**src/rtl/handshake_responder_pkg.sv**
```systemverilog
// -----------------------------------------------------------------------------
// handshake_pkg
// Shared types and defaults for the four-phase req/ack bundled-data responder
// and its synchronizer.
//   responder_state_t   : responder FSM encoding (DRAIN is only reachable when
//                         HANDSHAKE_RESPONDER_TIMEOUT_EN is defined)
//   DEFAULT_FLOP_NUMBER : default synchronizer depth
// -----------------------------------------------------------------------------
package handshake_pkg;

   typedef enum logic [1:0] {
      IDLE  = 2'd0,
      VALID = 2'd1,
      ACK   = 2'd2,
      DRAIN = 2'd3
   } responder_state_t;

   localparam int DEFAULT_FLOP_NUMBER = 3;

endpackage

```
**src/rtl/handshake_responder_sync.sv**
```systemverilog
// -----------------------------------------------------------------------------
// level_synchronizer
// FLOP_NUMBER-deep asynchronous-reset synchronizer for a level signal that
// crosses into the clk_i domain. Used for req_i in the responder; the same
// block serves an initiator synchronizing ack.
// Ports:
//   clk_i   in   destination clock
//   rstn_i  in   asynchronous active-low reset (chain clears to 0)
//   d_i     in   asynchronous level input
//   q_o     out  synchronized level (last chain stage)
// When _VIVADO_ is defined the chain carries the ASYNC_REG attribute so the
// flops are packed together and excluded from timing-driven retiming.
// -----------------------------------------------------------------------------
module level_synchronizer
   import handshake_pkg::*;
#(
   parameter int FLOP_NUMBER = DEFAULT_FLOP_NUMBER
) (
   input  logic clk_i,
   input  logic rstn_i,
   input  logic d_i,
   output logic q_o
);

`ifdef _VIVADO_
   (* ASYNC_REG = "TRUE" *)
`endif
   logic [FLOP_NUMBER-1:0] sync_q;

   always_ff @(posedge clk_i or negedge rstn_i) begin
      if (!rstn_i) begin
         sync_q <= '0;
      end else begin
         sync_q <= {sync_q[FLOP_NUMBER-2:0], d_i};
      end
   end

   assign q_o = sync_q[FLOP_NUMBER-1];

endmodule

```
**src/rtl/handshake_responder.sv**
```systemverilog
// -----------------------------------------------------------------------------
// handshake_responder
// Receiving end of a four-phase req/ack bundled-data handshake from a foreign
// clock domain. The request is synchronized, the bundled word is captured once
// the synchronized request is seen in IDLE, and the word is offered to the
// local consumer with valid/ready. ack_o rises only after the consumer has
// taken the word and falls one cycle after the synchronized request drops.
//
// Ports:
//   clk_i      in   local clock
//   rstn_i     in   asynchronous active-low reset
//   req_i      in   asynchronous request level (only used through the sync chain)
//   data_i     in   bundled data, held stable by the initiator while req_i is high
//   ack_o      out  registered acknowledge back to the initiator
//   data_o     out  captured word
//   valid_o    out  data_o valid to the consumer
//   ready_i    in   consumer ready
//   busy_o     out  high whenever the FSM is not in IDLE
//   timeout_o  out  one-cycle pulse when req stays high too long after ack
//
// Local handshake: a word is handed off on a rising clk_i edge where valid_o
// and ready_i are both high; valid_o then drops on that same edge. ready_i
// while valid_o is low is ignored.
//
// Optional feature macro: HANDSHAKE_RESPONDER_TIMEOUT_EN. When defined, a
// counter runs in ACK; if req is still high after TIMEOUT_CYCLES cycles,
// timeout_o pulses, ack_o drops and the FSM parks in DRAIN until req falls.
// Without it timeout_o is tied low and ACK waits for req indefinitely.
// -----------------------------------------------------------------------------
module handshake_responder
   import handshake_pkg::*;
#(
   parameter int DATA_WIDTH     = 32,
   parameter int FLOP_NUMBER    = DEFAULT_FLOP_NUMBER,
   parameter int TIMEOUT_CYCLES = 1024
) (
   input  logic                  clk_i,
   input  logic                  rstn_i,
   input  logic                  req_i,
   input  logic [DATA_WIDTH-1:0] data_i,
   output logic                  ack_o,
   output logic [DATA_WIDTH-1:0] data_o,
   output logic                  valid_o,
   input  logic                  ready_i,
   output logic                  busy_o,
   output logic                  timeout_o
);

   // Elaboration-time parameter sanity checks.
   if (FLOP_NUMBER < 2 || FLOP_NUMBER > 4) begin : g_bad_flop_number
      $error("handshake_responder: FLOP_NUMBER must be in 2..4");
   end
   if (TIMEOUT_CYCLES < 1) begin : g_bad_timeout_cycles
      $error("handshake_responder: TIMEOUT_CYCLES must be at least 1");
   end

   logic                  req_s;
   responder_state_t      state_q, state_d;
   logic [DATA_WIDTH-1:0] data_q, data_d;
   logic                  valid_q, ack_q, busy_q;
   logic                  expire;

   level_synchronizer #(
      .FLOP_NUMBER (FLOP_NUMBER)
   ) u_req_sync (
      .clk_i  (clk_i),
      .rstn_i (rstn_i),
      .d_i    (req_i),
      .q_o    (req_s)
   );

`ifdef HANDSHAKE_RESPONDER_TIMEOUT_EN
   localparam int               CNT_W    = $clog2(TIMEOUT_CYCLES + 1);
   localparam logic [CNT_W-1:0] CNT_LAST = CNT_W'(TIMEOUT_CYCLES - 1);

   logic [CNT_W-1:0] cnt_q, cnt_d;
   logic             timeout_q;

   // cnt_q counts completed cycles in ACK; it is zero on entry, so the
   // TIMEOUT_CYCLES-th ACK cycle is the one that sees CNT_LAST.
   assign expire = (state_q == ACK) && req_s && (cnt_q == CNT_LAST);
   assign cnt_d  = (state_q == ACK) ? cnt_q + 1'b1 : '0;

   always_ff @(posedge clk_i or negedge rstn_i) begin
      if (!rstn_i) begin
         cnt_q     <= '0;
         timeout_q <= 1'b0;
      end else begin
         cnt_q     <= cnt_d;
         timeout_q <= expire;
      end
   end

   assign timeout_o = timeout_q;
`else
   assign expire    = 1'b0;
   assign timeout_o = 1'b0;
`endif

   always_comb begin
      state_d = state_q;
      case (state_q)
         IDLE:    if (req_s)   state_d = VALID;
         // A request that already fell here is still delivered; ACK then
         // sees req_s low on its first cycle and lasts exactly one cycle.
         VALID:   if (ready_i) state_d = ACK;
         ACK: begin
            if (!req_s) begin
               state_d = IDLE;
            end else if (expire) begin
               state_d = DRAIN;
            end
         end
         // Holds off recapture of a request that never fell after ack.
         DRAIN:   if (!req_s)  state_d = IDLE;
         default: state_d = IDLE;
      endcase
   end

   // data_i is safe to sample here: req_s lags req_i by the sync depth and
   // the initiator holds data_i for as long as req_i is high.
   assign data_d = ((state_q == IDLE) && req_s) ? data_i : data_q;

   // Outputs are decoded from the next state and registered so they leave
   // the block glitch-free; the async reset clears them immediately.
   always_ff @(posedge clk_i or negedge rstn_i) begin
      if (!rstn_i) begin
         state_q <= IDLE;
         data_q  <= '0;
         valid_q <= 1'b0;
         ack_q   <= 1'b0;
         busy_q  <= 1'b0;
      end else begin
         state_q <= state_d;
         data_q  <= data_d;
         valid_q <= (state_d == VALID);
         ack_q   <= (state_d == ACK);
         busy_q  <= (state_d != IDLE);
      end
   end

   assign data_o  = data_q;
   assign valid_o = valid_q;
   assign ack_o   = ack_q;
   assign busy_o  = busy_q;

endmodule

```
**config.mk**
```make
export PLATFORM = sky130hd
export DESIGN_NAME = handshake_responder
export DESIGN_NICKNAME = d
export VERILOG_FILES = /design/src/rtl/handshake_responder_pkg.sv /design/src/rtl/handshake_responder_sync.sv /design/src/rtl/handshake_responder.sv
export SDC_FILE = /design/constraint.sdc
export NUM_CORES = 1
export LEC_CHECK = 0
export BUFFER_PORTS_ARGS = -buffer_cell sky130_fd_sc_hd__buf_2
export CAP_MARGIN = 20
export CORE_MARGIN = 2
export CORE_UTILIZATION = 48
export DETAILED_ROUTE_END_ITERATION = 8
export PLACE_DENSITY = 0.83
export SETUP_SLACK_MARGIN = 0.02
export SYNTH_ARGS = -nofsm -noshare
export SYNTH_HDL_FRONTEND = slang
export SYNTH_SLANG_ARGS = --single-unit
```
**constraint.sdc**
```tcl
create_clock -name clk_i -period 3.8 [get_ports clk_i]
set_clock_uncertainty 0.05 [all_clocks]
set_input_delay 0.19 -clock clk_i [delete_from_list [all_inputs] [get_ports clk_i]]
set_output_delay 0.19 -clock clk_i [all_outputs]
set_load 0.05 [all_outputs]
```
Yosys cells after proc, flatten, opt, wreduce, memory -nomap -nowiden:

Cells that the tools add are included.

* flip-flop bits (word level): 40
* output and inout bits: 36
* word-level logic and storage cells: 19

* equality and inequality tests: 5
* mux-type cells: 4
* reductions and logical operators: 4

Operators with widths (number)
* $eq A2 B2 Y1 const B: 3
* $mux W2: 3
* $pmux W2 S3: 1
* $eq A2 B1 Y1 const B: 2
* $logic_not A2 Y1: 1
* $reduce_bool A2 Y1: 1
* $reduce_or A2 Y1: 1
* $logic_and A1 B1 Y1: 1

Logic depth before layout (Yosys ltp):

Gate-level depths: netlist (run 1).

* depth in word-level cells: 4
* mapped depth: 4

By module:

A second synthesis (run 1) with hierarchy kept.

* cells, all modules: 91
* area, all modules: 1497.7 um^2

Modules (own cells, without submodules)
* handshake_responder: times used 1, cells an instance 88, area each 1422.6 um^2, seq. area each 925.9 um^2
* level_synchronizer: times used 1, cells an instance 3, area each 75.1 um^2, seq. area each 75.1 um^2

Worst setup path after synthesis (run 1):

No wires, ideal clock.

* path kind: register -> register
* start point: register state_q[1]
* end point: register data_q[0], in the netlist data_o[0]
* data arrival time: 1.298 ns
* data required time: 3.625 ns
* setup slack: 2.327 ns
* cell stages (with the launch flop): 5
* path buffers: 2
* path through: dfrtp_1 buf_4 nor3b_4 buf_6 mux2_2

* word-level cells in the longest chain between the ends: 2

RTL lines
* start, declared: line handshake_responder.sv:58 `responder_state_t state_q, state_d;`
* start signal, assigned: line handshake_responder.sv:134 `state_q <= state_d;`
* $logic_not A2 Y1: line handshake_responder.sv:122 `assign data_d = ((state_q == IDLE) && req_s) ? data_i : data_q;`
* $logic_and A1 B1 Y1: line handshake_responder.sv:122
* end signal, assigned: line handshake_responder.sv:135 `data_q <= data_d;`
* end, declared: line handshake_responder.sv:59 `logic [DATA_WIDTH-1:0] data_q, data_d;`

Every way passes these cells.
A chain may end at the register's enable or synchronous reset.

Worst setup path after layout (run 1):

* start point: register state_q[1]
* end point: register data_q[1], in the netlist data_o[1]

The elaborated chain is that of the path after synthesis.

==> flow_summary.json, run 1 <==
{
  "cpPeakStageDelay_ns": 0.72,
  "dp.final_hpwl_mm": 2.03,
  "drtAntennaViolNets": 0,
  "cts_resized": 0,
  "top_layer": "met4",
  "wl_met2_mm": 1.41,
  "synthesis.nets": 127,
  "cts_sinks": 40,
  "cp-end-kind": "flop",
  "vias": 1012,
  "hold_path_depth": 2,
  "maxCapViolCount": 0,
  "hold_class": "in -> reg",
  "die_h_um": 59.9,
  "post-route-drc-count": 0,
  "crit_fanout": 17,
  "path_cells": "nor3b_4 > buf_4 > mux2_2",
  "cts_buffer_depth": 2,
  "gp_congestion": 0.648,
  "drt_iter0_drc": 21,
  "worstSetupStartpointType": "flop",
  "tightest_slew_ns": 0.850,
  "nets": 204,
  "critPathRequiredTime_ns": 3.98,
  "insertion_delay_ns": 0.34,
  "rsz0062_at_grt": "false",
  "fmax_mhz": 471,
  "synthCells": 91,
  "final_hold_viol_count": 0,
  "dr.pass1.iters": 4,
  "ff2ff_path_depth": 3,
  "dieWidth_um": 59.9,
  "slew_viol_final": 0,
  "routed_wl_mm": 2.83,
  "design.core.area_um2": 3000,
  "port_buffers": 70,
  "synth_seq_cells": 40,
  "drt-vias-per-instance": 5.01,
  "ys_types": 16,
  "crit_slowest_cell": "nor3b_4",
  "antenna_found_initial": 0,
  "critPathKind": "reg -> reg",
  "max_slew_margin_pct": 43.4,
  "rows": 20,
  "n_antenna_cell": 0,
  "ys_warn_count": 0,
  "wire_per_inst_um": 14.0,
  "r2r_end": "data_o[1]",
  "clk_transition_reported_paths_ns": 0.12,
  "setup_tns_ns": 0,
  "r2r_start": "state_q[1]",
  "syn2layout_area_growth_pct": 30.2,
  "finalWorstPathRequiredPeriod_ns": 2.12,
  "status": "finished, final reports clean",
  "clockRootBuffer": "clkbuf_4",
  "met3WireLength_um": 287,
  "grt_overflow": 0,
  "cts_setup_buffers": 0,
  "final_common_cell": "buf_2",
  "min_from": "data_i[27]",
  "grt_pass1_wl_mm": 4.42,
  "synth-seq-area-share_pct": 66.8,
  "grt_max_degree": 41,
  "setup_viol": 0,
  "wl_met1_mm": 1.09,
  "initial_core_util_pct": 49.9,
  "num_io_pins": 72,
  "grt_pass1_vias": 1053,
  "crit_arrival_ns": 2.30,
  "cts_buffers": 5,
  "cts_tree": "yes",
  "cts_max_level": 2,
  "fin_crit_sh_pct": 55.8,
  "hold_end": "data_o[27]",
  "layout-drive-gt1-share_pct": 65.1,
  "layout_common_cells": "buf_2, dfrtp_1, mux2_2, clkbuf_4, dlygate4sd3_1",
  "syn_avg_cell_area_um2": 16.5,
  "syn_area_um2": 1500,
  "grtUsageTotal_pct": 17.4,
  "dieArea_um2": 3580,
  "reg2reg_slack_ns": 1.68
}
-- how the worst max path moves through the flow --
stage,from,end,slack (ns),cells after the start
floorplan,state_q[1],data_o[0],2.33,4
global placement,state_q[1],data_o[1],1.80,3
detailed placement,state_q[1],data_o[9],1.69,3
CTS,state_q[1],data_o[1],1.67,3
global route,state_q[1],data_o[16],1.55,3
finish,state_q[1],data_o[1],1.68,3
-- logic make-up after synthesis --
family / synth area share, %
other: 0.250
muxes: 24.1
buffers and inverters: 3.51
and+or+nand+nor: 4.34
DFF: 66.8
AOI/OAI and AO/OA: 1.00
-- critical path: cells and delay by family, from the launching register on --
kind,cells,cell delay [ns]
buffers and inverters,1,0.36
AND/OR/NAND/NOR,1,0.72
flip-flops,1,0.50
multiplexers,1,0.36
-- synth_stat cells, drive strengths merged --
cell type	count	area (um^2)
a21o	1	7.51
and2	1	6.26
buf	5	48.8
conb	1	3.75
dfrtp	40	1000
inv	1	3.75
mux2	32	360
nand2	3	11.3
nand3	1	5.00
nand3b	2	15.0
nor2	1	3.75
nor3	1	5.00
nor3b	1	18.8
o31ai	1	7.51
-- per-layer routing --
metal | vias up | global-route usage [%]
met3 | 6 | 4.98
li1 | 464 | -
met2 | 69 | 31.1
met4 | 0 | 9.52
met5 | - | 0
met1 | 473 | 18.1
-- repair_timing --
action / in CTS / in global routing
hold endpoints to repair: 42 / 1
setup endpoints to repair: 0 / 0
hold buffers: 3 / 1
-- layout make-up --
| class | instances | area (um^2) |
|---|---|---|
| repair buffers | 75 | 398 |
| flip-flops and latches | 40 | 1000 |
| fillers | 243 | 1050 |
| multi-input cells | 45 | 444 |
| well taps | 33 | 41.3 |
| clock inverters | 2 | 10.0 |
| clock buffers | 6 | 51.3 |
| inverters | 1 | 3.75 |
-- through the flow --
step                setup slack (ns)  utilization [%]  cell area [um^2]  hold slack (ns)  cells
finish                          1.68             64.9              1950           0.0184    202
global route                    1.55             64.9              1950          0.00244    202
CTS                             1.67             64.6              1940          0.00184    201
detailed placement              1.69             61.5              1850            0.257    190
global placement                1.80             61.5              1850            0.251    190
floorplan                       2.33                -              1500           -0.156     91
-- state kept, by name, summed over array words and instances, names as in the netlist --
signal / flops
data_o: 32
u_req_sync.sync_q: 3
state_q: 2
ack_o: 1
busy_o: 1
valid_o: 1
Power of run 1 is left out: the tool's default activity adds up to more than one toggle a clock period on the data nets, which glitch-free logic cannot reach.
==> run 2, diff against run 1 <==
- CORE_UTILIZATION: 48 -> 45
- PLACE_DENSITY: 0.83 -> 0.78
- clock period: 3.8 -> 2.1 ns (I/O delays scaled with it)
==> run 2 against run 1 <==
Compared with the run above: highest routed layer unchanged; sequential cell count is the same; critical path depth stayed put; maximum frequency up 38%; largest cell class unchanged.
==> flow_summary.json, run 2 (synthesis results as in run 1) <==
{
  "status": "finished, final reports clean",
  "layout-drive-gt1-share_pct": 54.5,
  "r2r_start": "state_q[1]",
  "port_buffers": 70,
  "dpl_cell_area_um2": 1870,
  "setup_tns_ns": 0,
  "drt_iter0_drc": 25,
  "slew_viol_final": 0,
  "num_io_pins": 72,
  "fmax_mhz": 649,
  "grt_overflow": 0,
  "post-route-drc-count": 0,
  "drt-vias-per-instance": 4.52,
  "cts_buffers": 5,
  "grt_pass1_vias": 1128,
  "antenna_found_initial": 0,
  "pre_cts_slack_ns": 0.567,
  "syn2layout_area_growth_pct": 51.3,
  "setup_viol": 0,
  "dp.final_hpwl_mm": 2.00,
  "cp_top_family": "flip-flops",
  "max_slew_margin_pct": 44.2,
  "cts_max_level": 2,
  "final_common_cell": "buf_2",
  "clk_transition_reported_paths_ns": 0.11,
  "cts_tree": "yes",
  "crit_fanout": 19,
  "initial_core_util_pct": 48.3,
  "vias": 1103,
  "fin_hold_ws_ns": 0.305,
  "dieWidth_um": 61.7,
  "final_hold_viol_count": 0,
  "design.core.area_um2": 3100,
  "rows": 20,
  "crit_arrival_ns": 1.71,
  "fin_ws_ns": 0.559,
  "drtAntennaViolNets": 0,
  "grt_max_degree": 41,
  "cts_sinks": 40,
  "critPathKind": "reg -> reg",
  "n_antenna_cell": 0,
  "path_cells": "nor3b_4 > buf_4 > mux2_2",
  "largest_register_ffs": 32,
  "gp_congestion": 0.662,
  "hold_class": "reg -> reg",
  "dr.pass1.iters": 3,
  "crit_start": "state_q[1]",
  "maxCapViolCount": 0,
  "rsz0062_at_grt": "false",
  "wire_per_inst_um": 13.3,
  "layout_common_cells": "buf_2, dfrtp_1, dlygate4sd3_1, mux2_2, clkbuf_4",
  "fin_crit_sh_pct": 73.4,
  "dieArea_um2": 3810,
  "worstSetupStartpointType": "flop",
  "insertion_delay_ns": 0.34,
  "die_h_um": 61.7,
  "grt_pass1_wl_mm": 5.00,
  "critPathRequiredTime_ns": 2.27,
  "crit_slowest_cell": "dfrtp_1",
  "cp_num_buf_inv": 1,
  "stdcell_area_um2": 2270,
  "cp-end-kind": "flop",
  "min_from": "u_req_sync.sync_q[1]",
  "grtUsageTotal_pct": 18.7,
  "finalWorstPathRequiredPeriod_ns": 1.54,
  "routed_wl_mm": 3.24,
  "cts_buffer_depth": 2,
  "clockRootBuffer": "clkbuf_4",
  "nets": 236,
  "tightest_slew_ns": 0.838,
  "cpPeakStageDelay_ns": 0.49
}
## run 2: metrics by stage
stage	cells	utilization, %
2_1_floorplan	91	-
3_3_place_gp	202	60.2
3_5_place_dp	202	60.2
4_1_cts	244	73.0
5_1_grt	244	73.0
6_report	244	73.0
## run 2: cell type report
type | count | area [um^2]
timing repair buffer | 107 | 716
clock inverter | 1 | 5.00
fill | 220 | 837
tap | 44 | 55.1
inverter | 1 | 3.75
multi-input combinational | 45 | 444
sequential | 40 | 1000
clock buffer | 6 | 41.3
## run 2: final timing paths
kind,slack (ns),cells past startpoint,end
setup / recovery,0.56,3,data_o[26]
hold / removal,0.30,0,u_req_sync.sync_q[2]
setup reg to reg,0.56,3,data_o[26]
hold reg to reg,0.30,0,u_req_sync.sync_q[2]
max in group asynchronous,1.11,2,data_o[12]
min in group asynchronous,0.35,2,data_o[14]
## run 2: routing by layer
| layer | vias to the layer above | GRT usage [%] | part of all wire (%) |
|---|---|---|---|
| met5 | - | 0 | 0 |
| met4 | 0 | 6.38 | 1.5 |
| met3 | 8 | 6.63 | 9.0 |
| met2 | 58 | 33.2 | 50 |
| met1 | 509 | 20.9 | 40 |
| li1 | 528 | - | - |
## run 2: timing repair
action,in CTS,in global routing
resized for setup,0,0
hold endpoints to repair,75,0
endpoints found under the setup margin,0,0
buffers inserted,0,0
hold buffers,35,0
Power of run 2 is left out for the same reason.
